--- src/rtl/alu_seq_pkg.sv ---
// Shared definitions for the ALU sequencer: opcode constants, FSM state
// encoding and the command word layout {opcode, operand_a, operand_b}.
package alu_seq_pkg;

    localparam logic [3:0] OP_ADD = 4'h0;
    localparam logic [3:0] OP_SUB = 4'h1;
    localparam logic [3:0] OP_AND = 4'h2;
    localparam logic [3:0] OP_OR  = 4'h3;
    localparam logic [3:0] OP_NOP = 4'hF;

    localparam int unsigned CMD_W = 12;

    // Command word as presented on load_data: [11:8] opcode, [7:4] A, [3:0] B.
    typedef struct packed {
        logic [3:0] opcode;
        logic [3:0] operand_a;
        logic [3:0] operand_b;
    } cmd_t;

    // Stored entry: command plus its chain flag.
    typedef struct packed {
        logic chain;
        cmd_t cmd;
    } entry_t;

    typedef enum logic [1:0] {
        IDLE    = 2'd0,
        ISSUE   = 2'd1,
        CAPTURE = 2'd2,
        DONE    = 2'd3
    } seq_state_e;

    // Splits a raw load word into its command fields.
    function automatic cmd_t unpack_cmd(input logic [CMD_W-1:0] raw);
        return cmd_t'(raw);
    endfunction

endpackage

--- src/rtl/alu_sequencer_if.sv ---
// Command load channel of the ALU sequencer: a valid/ready write port.
// The master (host) drives the command, the slave (sequencer) returns ready.
interface alu_sequencer_if;
    logic        load_valid;
    logic [11:0] load_data;
    logic        load_chain;
    logic        load_ready;

    modport master (output load_valid, output load_data, output load_chain, input load_ready);
    modport slave  (input load_valid, input load_data, input load_chain, output load_ready);
endinterface

--- src/rtl/alu_seq_store.sv ---
// Storage for the ALU sequencer: a command array with one write port and an
// asynchronous read port used by the issue logic, and a result array written
// during CAPTURE with a registered, count-gated readback port.
module alu_seq_store
    import alu_seq_pkg::*;
#(
    parameter int DEPTH  = 8,
    parameter int DATA_W = 4,
    parameter int AW     = $clog2(DEPTH)
) (
    input  logic              clk,
    input  logic              rst,
    input  logic              cmd_we_i,
    input  logic [AW-1:0]     cmd_waddr_i,
    input  entry_t            cmd_wdata_i,
    input  logic [AW-1:0]     cmd_raddr_i,
    output entry_t            cmd_rdata_o,
    input  logic              res_we_i,
    input  logic [AW-1:0]     res_waddr_i,
    input  logic [DATA_W-1:0] res_wdata_i,
    input  logic [4:0]        cmd_count_i,
    input  logic [3:0]        res_rd_addr_i,
    output logic [DATA_W-1:0] res_rd_data_o
);

    // Contents are valid-gated by the command count, so no reset is needed.
    entry_t            cmd_mem_q [DEPTH];
    logic [DATA_W-1:0] res_mem_q [DEPTH];
    logic [DATA_W-1:0] res_rd_data_q;

    assign cmd_rdata_o   = cmd_mem_q[cmd_raddr_i];
    assign res_rd_data_o = res_rd_data_q;

    // Command array write port.
    always_ff @(posedge clk) begin
        if (cmd_we_i) begin
            cmd_mem_q[cmd_waddr_i] <= cmd_wdata_i;
        end
    end

    // Result array write port, fed by the ALU during CAPTURE.
    always_ff @(posedge clk) begin
        if (res_we_i) begin
            res_mem_q[res_waddr_i] <= res_wdata_i;
        end
    end

    // Registered readback; addresses beyond the stored program read as zero.
    always_ff @(posedge clk) begin
        if (rst) begin
            res_rd_data_q <= '0;
        end else if ({1'b0, res_rd_addr_i} < cmd_count_i) begin
            res_rd_data_q <= res_mem_q[res_rd_addr_i[AW-1:0]];
        end else begin
            res_rd_data_q <= '0;
        end
    end

endmodule

--- src/rtl/alu_sequencer.sv ---
// ALU sequencer top. Commands are loaded over the alu_sequencer_if channel,
// then start replays them to an external combinational ALU, two cycles per
// command (ISSUE drives operands, CAPTURE stores the result).
// Optional feature macro ALU_SEQ_ACC_CHAIN_EN: a command loaded with its
// chain flag set takes operand A from the previously captured result (zero
// for the first command of a run). Without it the chain flag is ignored.
module alu_sequencer
    import alu_seq_pkg::*;
#(
    parameter int DEPTH  = 8,
    parameter int DATA_W = 4
) (
    input  logic              clk,
    input  logic              rst,
    alu_sequencer_if.slave    ld,
    input  logic              prog_clr,
    input  logic              start,
    output logic              busy,
    output logic              done,
    output logic [4:0]        cmd_count,
    output logic [3:0]        alu_opcode,
    output logic [DATA_W-1:0] alu_operand_a,
    output logic [DATA_W-1:0] alu_operand_b,
    input  logic [DATA_W-1:0] alu_result,
    input  logic [3:0]        res_rd_addr,
    output logic [DATA_W-1:0] res_rd_data
);

    localparam int AW = $clog2(DEPTH);

    seq_state_e        state_q;
    logic [AW-1:0]     idx_q;
    logic [4:0]        cmd_count_q;
    logic              busy_q;
    logic              done_q;
    logic [3:0]        opcode_q;
    logic [DATA_W-1:0] operand_a_q;
    logic [DATA_W-1:0] operand_b_q;

    logic              load_ready_s;
    logic              clr_s;
    logic              load_acc_s;
    logic              last_s;
    logic [AW-1:0]     rd_addr_s;
    entry_t            rd_entry_s;
    entry_t            wr_entry_s;
    logic [3:0]        issue_op_s;
    logic [DATA_W-1:0] issue_a_s;
    logic [DATA_W-1:0] issue_b_s;
    logic              unused_chain_s;

    assign load_ready_s  = !busy_q && (cmd_count_q < 5'(DEPTH));
    assign clr_s         = prog_clr && (state_q == IDLE);
    assign load_acc_s    = ld.load_valid && load_ready_s && !clr_s;
    assign last_s        = (5'(idx_q) + 5'd1) >= cmd_count_q;
    assign ld.load_ready = load_ready_s;
    assign wr_entry_s    = '{chain: ld.load_chain, cmd: unpack_cmd(ld.load_data)};

    assign busy          = busy_q;
    assign done          = done_q;
    assign cmd_count     = cmd_count_q;
    assign alu_opcode    = opcode_q;
    assign alu_operand_a = operand_a_q;
    assign alu_operand_b = operand_b_q;

    // Look ahead to the entry issued at the next edge: entry 0 from IDLE, idx+1 from CAPTURE.
    always_comb begin
        if (state_q == CAPTURE) begin
            rd_addr_s = idx_q + AW'(1);
        end else begin
            rd_addr_s = idx_q;
        end
    end

    // Operands for the next issued command, with optional result chaining into A.
    always_comb begin
        issue_op_s     = rd_entry_s.cmd.opcode;
        issue_b_s      = DATA_W'(rd_entry_s.cmd.operand_b);
        unused_chain_s = 1'b0;
`ifdef ALU_SEQ_ACC_CHAIN_EN
        if (rd_entry_s.chain) begin
            if (state_q == CAPTURE) begin
                issue_a_s = alu_result;
            end else begin
                issue_a_s = '0;
            end
        end else begin
            issue_a_s = DATA_W'(rd_entry_s.cmd.operand_a);
        end
`else
        unused_chain_s = rd_entry_s.chain;
        issue_a_s      = DATA_W'(rd_entry_s.cmd.operand_a);
`endif
    end

    // Sequencer FSM with registered busy/done/ALU drive and the command counter.
    always_ff @(posedge clk) begin
        if (rst) begin
            state_q     <= IDLE;
            idx_q       <= '0;
            cmd_count_q <= 5'd0;
            busy_q      <= 1'b0;
            done_q      <= 1'b0;
            opcode_q    <= OP_NOP;
            operand_a_q <= '0;
            operand_b_q <= '0;
        end else begin
            if (clr_s) begin
                cmd_count_q <= 5'd0;
            end else if (load_acc_s) begin
                cmd_count_q <= cmd_count_q + 5'd1;
            end else begin
                cmd_count_q <= cmd_count_q;
            end

            case (state_q)
                IDLE: begin
                    if (start) begin
                        if (cmd_count_q != 5'd0) begin
                            state_q     <= ISSUE;
                            busy_q      <= 1'b1;
                            idx_q       <= '0;
                            opcode_q    <= issue_op_s;
                            operand_a_q <= issue_a_s;
                            operand_b_q <= issue_b_s;
                        end else begin
                            state_q <= DONE;
                            done_q  <= 1'b1;
                        end
                    end
                end
                ISSUE: begin
                    state_q <= CAPTURE;
                end
                CAPTURE: begin
                    if (!last_s) begin
                        state_q     <= ISSUE;
                        idx_q       <= idx_q + AW'(1);
                        opcode_q    <= issue_op_s;
                        operand_a_q <= issue_a_s;
                        operand_b_q <= issue_b_s;
                    end else begin
                        state_q     <= DONE;
                        busy_q      <= 1'b0;
                        done_q      <= 1'b1;
                        idx_q       <= '0;
                        opcode_q    <= OP_NOP;
                        operand_a_q <= '0;
                        operand_b_q <= '0;
                    end
                end
                DONE: begin
                    state_q <= IDLE;
                    done_q  <= 1'b0;
                end
                default: begin
                    state_q     <= IDLE;
                    busy_q      <= 1'b0;
                    done_q      <= 1'b0;
                    idx_q       <= '0;
                    opcode_q    <= OP_NOP;
                    operand_a_q <= '0;
                    operand_b_q <= '0;
                end
            endcase
        end
    end

    alu_seq_store #(
        .DEPTH  (DEPTH),
        .DATA_W (DATA_W),
        .AW     (AW)
    ) u_store (
        .clk           (clk),
        .rst           (rst),
        .cmd_we_i      (load_acc_s),
        .cmd_waddr_i   (cmd_count_q[AW-1:0]),
        .cmd_wdata_i   (wr_entry_s),
        .cmd_raddr_i   (rd_addr_s),
        .cmd_rdata_o   (rd_entry_s),
        .res_we_i      (state_q == CAPTURE),
        .res_waddr_i   (idx_q),
        .res_wdata_i   (alu_result),
        .cmd_count_i   (cmd_count_q),
        .res_rd_addr_i (res_rd_addr),
        .res_rd_data_o (res_rd_data)
    );

endmodule

--- src/flat_wrapper.sv ---
// flat-port wrapper written by rule: the top's interface ports become plain ports
module alu_sequencer_flat import alu_seq_pkg::*;
#(
    parameter int DEPTH  = 8,
    parameter int DATA_W = 4
)
  (clk, rst, prog_clr, start, busy, done, cmd_count, alu_opcode, alu_operand_a, alu_operand_b, alu_result, res_rd_addr, res_rd_data, ld_load_valid, ld_load_data, ld_load_chain, ld_load_ready);
  alu_sequencer_if ld_i ();
  input  logic clk;
  input  logic rst;
  input  logic prog_clr;
  input  logic start;
  output logic busy;
  output logic done;
  output logic [4:0] cmd_count;
  output logic [3:0] alu_opcode;
  output logic [DATA_W-1:0] alu_operand_a;
  output logic [DATA_W-1:0] alu_operand_b;
  input  logic [DATA_W-1:0] alu_result;
  input  logic [3:0] res_rd_addr;
  output logic [DATA_W-1:0] res_rd_data;
  input wire logic [$bits(ld_i.load_valid)-1:0] ld_load_valid;
  input wire logic [$bits(ld_i.load_data)-1:0] ld_load_data;
  input wire logic [$bits(ld_i.load_chain)-1:0] ld_load_chain;
  output wire logic [$bits(ld_i.load_ready)-1:0] ld_load_ready;
  assign ld_i.load_valid = ld_load_valid;
  assign ld_i.load_data = ld_load_data;
  assign ld_i.load_chain = ld_load_chain;
  assign ld_load_ready = ld_i.load_ready;
  alu_sequencer #(.DEPTH(DEPTH), .DATA_W(DATA_W)) u_core (.clk(clk), .rst(rst), .ld(ld_i), .prog_clr(prog_clr), .start(start), .busy(busy), .done(done), .cmd_count(cmd_count), .alu_opcode(alu_opcode), .alu_operand_a(alu_operand_a), .alu_operand_b(alu_operand_b), .alu_result(alu_result), .res_rd_addr(res_rd_addr), .res_rd_data(res_rd_data));
endmodule
--- config.mk ---
export PLATFORM = sky130hd
export DESIGN_NAME = alu_sequencer_flat
export DESIGN_NICKNAME = d
export VERILOG_FILES = /design/src/rtl/alu_seq_pkg.sv /design/src/rtl/alu_sequencer_if.sv /design/src/rtl/alu_seq_store.sv /design/src/rtl/alu_sequencer.sv /design/src/flat_wrapper.sv
export SDC_FILE = /design/constraint.sdc
export NUM_CORES = 1
export LEC_CHECK = 0
export BUFFER_PORTS_ARGS = -buffer_cell sky130_fd_sc_hd__buf_2
export CELL_PAD_IN_SITES_DETAIL_PLACEMENT = 0
export CELL_PAD_IN_SITES_GLOBAL_PLACEMENT = 1
export CORE_MARGIN = 2
export CORE_UTILIZATION = 50
export CTS_BUF_LIST = sky130_fd_sc_hd__clkbuf_4 sky130_fd_sc_hd__clkbuf_8 sky130_fd_sc_hd__clkbuf_16
export CTS_CLUSTER_DIAMETER = 40
export DETAILED_ROUTE_END_ITERATION = 6
export PLACE_DENSITY_LB_ADDON = 0.1
export SYNTH_ARGS = -nofsm -noshare
export SYNTH_HDL_FRONTEND = slang
export SYNTH_HIERARCHICAL = 1
export SYNTH_SLANG_ARGS = --single-unit
--- constraint.sdc ---
create_clock -name clk -period 4.62 [get_ports clk]
set_input_delay 0.231 -clock clk [delete_from_list [all_inputs] [get_ports clk]]
set_output_delay 0.231 -clock clk [all_outputs]
set_load 0.01 [all_outputs]
==> results of run 1 <==
[state kept, by name, summed over array words and instances (netlist names)]
name,flops
u_core/alu_opcode,4
u_core/alu_operand_a,4
u_core/alu_operand_b,4
u_core/busy,1
u_core/cmd_count,5
u_core/done,1
u_core/idx_q,3
u_core/state_q,2
u_core/u_store/cmd_mem_q,96
u_core/u_store/res_mem_q,32
u_core/u_store/res_rd_data_o,4
[through the flow]
stage	setup slack, ns	instance area, µm²
after floorplan	2.10	6340
after global placement	1.86	6790
after detailed placement	1.85	6790
after CTS	1.81	7410
after global routing	1.71	7410
final	1.85	7410
[power by group]
part | total [mW] | switching, mW | internal [mW]
clock network | 1.42 | 0.515 | 0.904
registers | 1.57 | 0.0191 | 1.56
logic | 0.224 | 0.116 | 0.108
[layout make-up]
cell class                      instances  area (µm²)  area share, %
Timing Repair Buffer                   58         315           4.26
Multi-Input combinational cell        165        1810           24.4
Inverter                               12        47.5          0.642
Tap cell                              172         215           2.90
Clock inverter                         10         138           1.86
Sequential cell                       156        4400           59.4
Clock buffer                           22         482           6.50
[per-layer routing]
metal / share of wire (%) / track usage, %
met1: 44 / 23.8
met2: 51 / 30.6
met5: 0 / 0
met3: 4.1 / 4.77
met4: 1.5 / 7.06
[worst paths after layout]
path / start / end / cells after the start
worst max-delay path: u_core/idx_q[0] / u_core/alu_operand_a[0] / 8
worst min register to register: u_core/alu_opcode[0] / u_core/alu_opcode[0] / 1
worst max register to register: u_core/idx_q[0] / u_core/alu_operand_a[0] / 8
worst min-delay path: alu_result[1] / u_core/u_store/res_mem_q[0][1] / 1
[cells in the final DEF, fill, tap and decap left out, drive strengths merged, types with 5 or more instances in the layout]
cell type,count
mux2i,5
nor3,8
a21oi,5
ha,10
o22a,5
nand2b,9
mux2,12
a211oi,5
dfxtp,28
buf,58
nor2,23
nand2,10
inv,13
mux4,32
clkbuf,22
edfxtp,128
a22o,8
==> metrics.txt, run 1 <==
syn_area_per_cell 18.2 µm²; fin util 59.2%; Clock Tree Buf Depth 2; Core Area 12,500 µm²; buffers added on ports 48; Die Wd 117 µm; Via Count 3,249; CP max-delay cell dfxtp_1; layout cells sized above 1 28.4%; post-CTS sizing 0; Iter 0 DRT Violations 233; fmax 361 MHz; final WL 11,500 µm; clk sinks 156; drt drc 0; Die ar. 13,600 µm²; Initial Util 50.7%; diodes inserted 0; Hold Vio Cnt, Final 0; Synth-to-Final Area Change 16.8%; Post-Syn Area 6340 µm²; Post-Syn Nets 384; DP HPWL 7030 µm; critical path class reg2reg; crit-path most repeated cell ha_1; Synth Instances 348; run status completed; Reg2Reg Setup Slack 1.85 ns; unrepaired setup endpoints after global routing false; worst skew pair latency 0.42 ns; initial antenna violation count 0; post-CTS setup buffer count 0; Finished Layout Cells 595; CP Max Fanout 10; Final GP Congestion 0.698; Min Hold Slack 0.0836 ns; chip height 117 µm; crit share post-route 59.9%; worst endpoint required time 4.97 ns; Worst setup EP type register; cts hold-fix bufs 0; DRT antenna net count 0; H-tree levels 4; Routed wire per std cell 19.4 µm; GRT Resource Usage Total 18.5%; critical path's largest stage delay 0.57 ns; clock skew 0.00689 ns; crit-path leading delay family compound AO/OA/AOI/OAI gates; worst path arrival time 3.12 ns; Nets 446; clk slew on worst S/H paths 0.06 ns; largest net degree at the start of global routing 25; Worst Tran Pin Value 1.06 ns; yosys warns 6; Placed Instances 563; min cycle time layout 2.77 ns; Lkg Pwr 2.62 nW; Power, Total 3.22 mW; worst path cell trace ha_1 -> xor2_1 -> ha_1 -> a21o_1 -> a31o_2 -> a31oi_1 -> o21ba_1 -> a22o_1; setup_tns 0 ns; # setup viols final 0; max-slew violations 0; Hold Path Class in2reg; Pre-antenna DRT Iters 4; routed vias/inst 5.46; buffers plus inverters on the worst setup path 0; Slew headroom 29.2%; peak supply drop 328 µV; Fillers 991; Max-Cap Viols 0; first-pass GRT wire length 17,800 µm; vias in the first global route 3,205; total CTS buffers 17; Root Buffer clkbuf_16; Power Density 434 nW/µm²; io pins 50; Core Rows 41; GRT Residual Overflow 0; startpoint class of the critical path register; CTS tree done
No activity file was read; power rests on OpenSTA's default activity.
==> run 2, diff against run 1 <==
--- a/config.mk
+++ b/config.mk
@@ -9,7 +9,7 @@
 export CELL_PAD_IN_SITES_DETAIL_PLACEMENT = 0
 export CELL_PAD_IN_SITES_GLOBAL_PLACEMENT = 1
 export CORE_MARGIN = 2
-export CORE_UTILIZATION = 50
+export CORE_UTILIZATION = 47
 export CTS_BUF_LIST = sky130_fd_sc_hd__clkbuf_4 sky130_fd_sc_hd__clkbuf_8 sky130_fd_sc_hd__clkbuf_16
 export CTS_CLUSTER_DIAMETER = 40
 export DETAILED_ROUTE_END_ITERATION = 6
==> constraint.sdc (replaced) <==
create_clock -name clk -period 2.3 [get_ports clk]
set_input_delay 0.115 -clock clk [delete_from_list [all_inputs] [get_ports clk]]
set_output_delay 0.115 -clock clk [all_outputs]
set_load 0.01 [all_outputs]
==> metrics.txt, run 2 (synthesis gave the netlist of run 1 again) <==
Root Buffer clkbuf_16 (unchanged); crit share post-route 96.4% (was 59.9%); CP max-delay cell dfxtp_1 (unchanged); critical path class reg2reg (unchanged); commonest non-fill, non-tap cell in the layout edfxtp_1 (unchanged); Fillers 1,026 (was 991); Nets 481 (was 446); diodes inserted 0 (unchanged); Lkg Pwr 2.82 nW (was 2.62 nW); Hold EP u_core/idx_q[0] (was u_core/u_store/res_mem_q[0][1]); first-pass GRT wire length 19,100 µm (was 17,800 µm); initial antenna violation count 0 (unchanged); WHS Path Cells 2 (was 1); min cycle time layout 2.22 ns (was 2.77 ns); worst skew pair latency 0.42 ns (about the same); H-tree levels 4 (unchanged); setup_tns 0 ns (unchanged); Max-Cap Viols 0 (unchanged); Clock Tree Buf Depth 2 (unchanged); Reg2Reg Setup Slack 0.08 ns (was 1.85 ns); total CTS buffers 17 (unchanged); Die Wd 120 µm (was 117 µm); Initial Util 48.1% (was 50.7%); final setup margin 0.0822 ns (was 1.85 ns); Hold Vio Cnt, Final 0 (unchanged); vias in the first global route 3,471 (was 3,205); fmax 451 MHz (was 361 MHz); R2R Path Start u_core/idx_q[0] (unchanged); GRT Resource Usage Total 18.5% (about the same); worst endpoint required time 2.66 ns (was 4.97 ns); Iter 0 DRT Violations 197 (was 233); RR Endpoint u_core/alu_operand_a[3] (was u_core/alu_operand_a[0]); Slew headroom 52.5% (was 29.2%); Hold Path Class in2reg (unchanged); max reg flops 96 (unchanged); fin util 59.6% (was 59.2%); most frequent cells in the layout 128 x edfxtp_1, 48 x buf_2, 28 x dfxtp_1 (was 128 x edfxtp_1, 48 x buf_2, 28 x dfxtp_1, 23 x nor2_1, 23 x mux4_1); layout cells sized above 1 30.6% (was 28.4%); worst path cell trace ha_2 -> xor2_2 -> ha_1 -> a21o_1 -> a31o_2 -> a31oi_2 -> o21ba_2 -> buf_12 -> a22o_1 (was ha_1 -> xor2_1 -> ha_1 -> a21o_1 -> a31o_2 -> a31oi_1 -> o21ba_1 -> a22o_1); clock skew 0.00652 ns (was 0.00689 ns); largest net degree at the start of global routing 25 (unchanged); CP Max Fanout 8 (was 10); # setup viols final 0 (unchanged); Via Count 3,368 (was 3,249); Synth-to-Final Area Change 24.0% (was 16.8%); io pins 50 (unchanged); Routed wire per std cell 19.4 µm (about the same); clk sinks 156 (unchanged); worst path arrival time 2.58 ns (was 3.12 ns); Worst setup EP type register (unchanged); buffers added on ports 48 (unchanged); Reg with most FFs u_core/u_store/cmd_mem_q (unchanged); DRT antenna net count 0 (unchanged); Core Area 13,200 µm² (was 12,500 µm²); worst r2r path cells 9 (was 8); max-slew violations 0 (unchanged); DP HPWL 7480 µm (was 7030 µm); final WL 12,300 µm (was 11,500 µm); startpoint class of the critical path register (unchanged); routed vias/inst 5.31 (was 5.46); unrepaired setup endpoints after global routing false (unchanged); Core Rows 42 (was 41); GRT Residual Overflow 0 (unchanged); Pre-antenna DRT Iters 4 (unchanged); post-CTS setup buffer count 0 (unchanged); clk slew on worst S/H paths 0.06 ns (about the same); Die ar. 14,400 µm² (was 13,600 µm²); CTS tree done (unchanged); worst hold start rst (was alu_result[1]); drt drc 0 (unchanged); run status completed (unchanged); pre-CTS setup slack 0.0233 ns (was 1.85 ns); Power Density 876 nW/µm² (was 434 nW/µm²); Final GP Congestion 0.781 (was 0.698); Worst Tran Pin Value 0.711 ns (was 1.06 ns); peak supply drop 614 µV (was 328 µV); critical path's largest stage delay 0.33 ns (was 0.57 ns); chip height 120 µm (was 117 µm)
## run 2: cell types whose count changed in the layout (fill, tap and decap cells not counted), moves of 2 or more
cell / before / now
buf_4: 10 / 23
buf_12: 0 / 5
bufinv_16: 3 / 7
clkbuf_8: 3 / 0
dlygate4sd3_1: 0 / 17
clkinv_1: 0 / 2
## run 2: layer usage
metal | routed length [µm] | track usage, % | vias up
li1 | - | - | 1591
met1 | 5330 | 22.3 | 1709
met2 | 6460 | 32.2 | 56
met3 | 360 | 4.61 | 12
met4 | 150 | 6.84 | 0
met5 | 0 | 0 | -
## run 2: power by group
part           internal, mW  total [mW]  switching (mW)
logic                 0.265       0.527           0.262
registers              3.12        3.15          0.0211
clock network          2.16        3.21            1.06
## run 2: critical path, delay by kind of cell (launching register included)
kind | cells | cell delay, ns
AOI/OAI and AO/OA | 5 | 0.99
adders and majority gates | 2 | 0.52
DFF | 1 | 0.33
xor gates and xnor gates | 1 | 0.18
buffers and inverters | 1 | 0.14
## run 2: final cells by class
class	instances	area, µm²	area share, %
sequential	156	4400	56.0
timing repair buffer	93	683	8.69
clock buffer	19	440	5.60
multi-input combinational	165	1820	23.2
tap	176	220	2.80
inverter	12	47.5	0.605
clock inverter	13	244	3.10
## run 2: repair_timing
action,CTS,global route
resized for setup,1,3
pin swaps,0,1
endpoints found under the hold margin,129,0
hold buffers,17,0
endpoints found under the setup margin,8,10
## run 2: worst max path at each step
stage                   startpoint                              to  cells past startpoint
3_5_place_dp       u_core/idx_q[0]         u_core/alu_operand_b[1]                      9
5_1_grt            u_core/idx_q[0]         u_core/alu_operand_a[3]                      9
4_1_cts            u_core/idx_q[0]         u_core/alu_operand_a[3]                      9
3_3_place_gp       u_core/idx_q[0]         u_core/alu_operand_b[3]                      9
6_report           u_core/idx_q[0]         u_core/alu_operand_a[3]                      9
2_1_floorplan  u_core/cmd_count[4]  u_core/u_store/cmd_mem_q[3][0]                      5
## run 2: through the flow
step                hold WS (ns)  power, mW  cell area, µm²  std cells
global placement           0.376       3.70            6990        585
floorplan                  0.214       3.54            6350        348
finish                    0.0336       6.89            7860        634
detailed placement         0.380       3.71            6990        585
CTS                      0.00835       6.96            7850        634
global route              0.0307       7.11            7860        634
==> run 3, diff against run 2 <==
--- a/config.mk
+++ b/config.mk
@@ -13,6 +13,7 @@
 export CTS_BUF_LIST = sky130_fd_sc_hd__clkbuf_4 sky130_fd_sc_hd__clkbuf_8 sky130_fd_sc_hd__clkbuf_16
 export CTS_CLUSTER_DIAMETER = 40
 export DETAILED_ROUTE_END_ITERATION = 6
+export HOLD_SLACK_MARGIN = 0.12
 export PLACE_DENSITY_LB_ADDON = 0.1
 export SYNTH_ARGS = -nofsm -noshare
 export SYNTH_HDL_FRONTEND = slang
==> metrics.txt, run 3 (synthesis gave the netlist of run 1 again) <==
Power Density 874 nW/µm² (was 876 nW/µm²); Switching Fraction 19.5% (was 19.4%); # setup viols final 0 (unchanged); met3 Resource Use GR 4.61% (unchanged); largest net degree at the start of global routing 25 (unchanged); fmax 451 MHz (about the same); Core Area 13,200 µm² (unchanged); drt drc 0 (unchanged); Placed Instances 585 (unchanged); H-tree levels 4 (unchanged); chip height 120 µm (unchanged); critical path class reg2reg (unchanged); DP HPWL 7480 µm (unchanged); Routed wire per std cell 19.3 µm (was 19.4 µm); Nets 483 (was 481); Reg with most FFs u_core/u_store/cmd_mem_q (unchanged); Via Count 3,374 (was 3,368); unrepaired setup endpoints after global routing false (unchanged); Fillers 1,024 (was 1,026); Root Buffer clkbuf_16 (unchanged); Final GP Congestion 0.781 (unchanged); GR Layer Usage met1 22.2% (was 22.3%); Finished Layout Cells 636 (was 634); layout cells sized above 1 30.4% (was 30.6%); Worst Tran Pin Value 0.707 ns (was 0.711 ns); run status completed (unchanged); Die ar. 14,400 µm² (unchanged); worst skew pair latency 0.42 ns (about the same); clock skew 0.00668 ns (was 0.00652 ns); DRT antenna net count 0 (unchanged); GRT Resource Usage Total 18.5% (about the same); crit share post-route 96.5% (was 96.4%); GRT Residual Overflow 0 (unchanged); diodes inserted 0 (unchanged); routed vias/inst 5.31 (about the same); peak supply drop 614 µV (about the same); commonest non-fill, non-tap cell in the layout edfxtp_1 (unchanged); startpoint class of the critical path register (unchanged); Reg power frac 45.6% (was 45.7%); min cycle time layout 2.22 ns (about the same); buffers added on ports 48 (unchanged); max reg flops 96 (unchanged); total CTS buffers 17 (unchanged); Lkg Pwr 2.83 nW (was 2.82 nW); CP Max Fanout 8 (unchanged); Max-Cap Viols 0 (unchanged); Hold Path Class in2reg (unchanged); Clk pwr share 46.7% (about the same); Iter 0 DRT Violations 180 (was 197); Int Power 5.55 mW (about the same); M2 GR Usage 32.3% (was 32.2%); Core Rows 42 (unchanged); final WL 12,300 µm (about the same); Worst setup EP type register (unchanged); Slew headroom 52.8% (was 52.5%); Pre-antenna DRT Iters 4 (unchanged); Synth-to-Final Area Change 24.3% (was 24.0%); io pins 50 (unchanged); Psw 1.34 mW (about the same); CTS tree done (unchanged); worst endpoint required time 2.66 ns (about the same); Die Wd 120 µm (unchanged); Clock Tree Buf Depth 2 (unchanged); busiest grt layer met2 (unchanged); clk sinks 156 (unchanged); initial antenna violation count 0 (unchanged); Initial Util 48.1% (unchanged); clk slew on worst S/H paths 0.06 ns (about the same); first-pass GRT wire length 19,100 µm (unchanged); Gate power share 7.7% (about the same); vias in the first global route 3,484 (was 3,471); setup_tns 0 ns (unchanged); most frequent cells in the layout 128 x edfxtp_1, 48 x buf_2, 28 x dfxtp_1 (unchanged); worst path arrival time 2.58 ns (about the same); Hold Vio Cnt, Final 0 (unchanged); max-slew violations 0 (unchanged)
## run 3: cell types whose count changed in the layout (fill, tap and decap cells not counted), sizes merged
cell,before,now
dlygate4sd3,17,19
## run 3: stage by stage
step	utilization (%)	area (µm²)	total power [mW]	hold WS, ns	setup slack, ns
final	59.8	7880	6.89	0.150	0.0806
after global routing	59.8	7880	7.11	0.143	0.00950
after CTS	59.7	7870	6.96	0.126	0.0199
after detailed placement	53.0	6990	3.71	0.380	0.0233
after global placement	53.0	6990	3.70	0.376	0.0276
after floorplan	-	6350	3.54	0.214	0.0975
## run 3: worst paths after layout
path                                                         to                 start  cells after the start  slack, ns
worst min-delay path            u_core/u_store/res_rd_data_o[0]        res_rd_addr[2]                      3       0.15
worst max register to register          u_core/alu_operand_a[3]       u_core/idx_q[0]                      9       0.08
worst min register to register             u_core/alu_opcode[0]  u_core/alu_opcode[0]                      1       0.47
worst max-delay path                    u_core/alu_operand_a[3]       u_core/idx_q[0]                      9       0.08
## run 3: power by group through the flow
stage / registers, mW / clock network (mW) / logic, mW
final: 3.15 / 3.22 / 0.531
after global routing: 3.15 / 3.38 / 0.576
after detailed placement: 3.21 / 0 / 0.508
after global placement: 3.20 / 0 / 0.501
after CTS: 3.15 / 3.28 / 0.538
after floorplan: 3.22 / 0 / 0.327
## run 3: final cells by class
class                      instances  area (µm²)  area share [%]
inverter                          12        47.5           0.603
tap                              176         220            2.79
clock inverter                    13         244            3.10
sequential                       156        4400            55.9
clock buffer                      19         440            5.59
multi-input combinational        165        1820            23.1
timing repair buffer              95         703            8.92
## run 3: layer usage
metal	share of wire [%]	vias to the layer above	wire length (µm)
met3	3.6	11	438
met4	1.1	0	140
met2	52	64	6410
li1	-	1594	-
met1	43	1705	5300
met5	0	-	0
## run 3: repair_timing
| action | in CTS | in global routing |
|---|---|---|
| gates resized for setup | 1 | 3 |
| pin swaps | 0 | 1 |
| hold buffers | 19 | 0 |
| hold endpoints to repair | 135 | 0 |
| setup endpoints to repair | 8 | 9 |
| setup buffers | 0 | 0 |
## run 3: worst max-delay path, stage by stage, from the launching register on
cell and delay [ns]:
dfxtp_1 0.33, ha_2 0.22, xor2_2 0.18, ha_1 0.30, a21o_1 0.19, a31o_2 0.21
a31oi_2 0.24, o21ba_2 0.21, buf_12 0.14, a22o_1 0.14
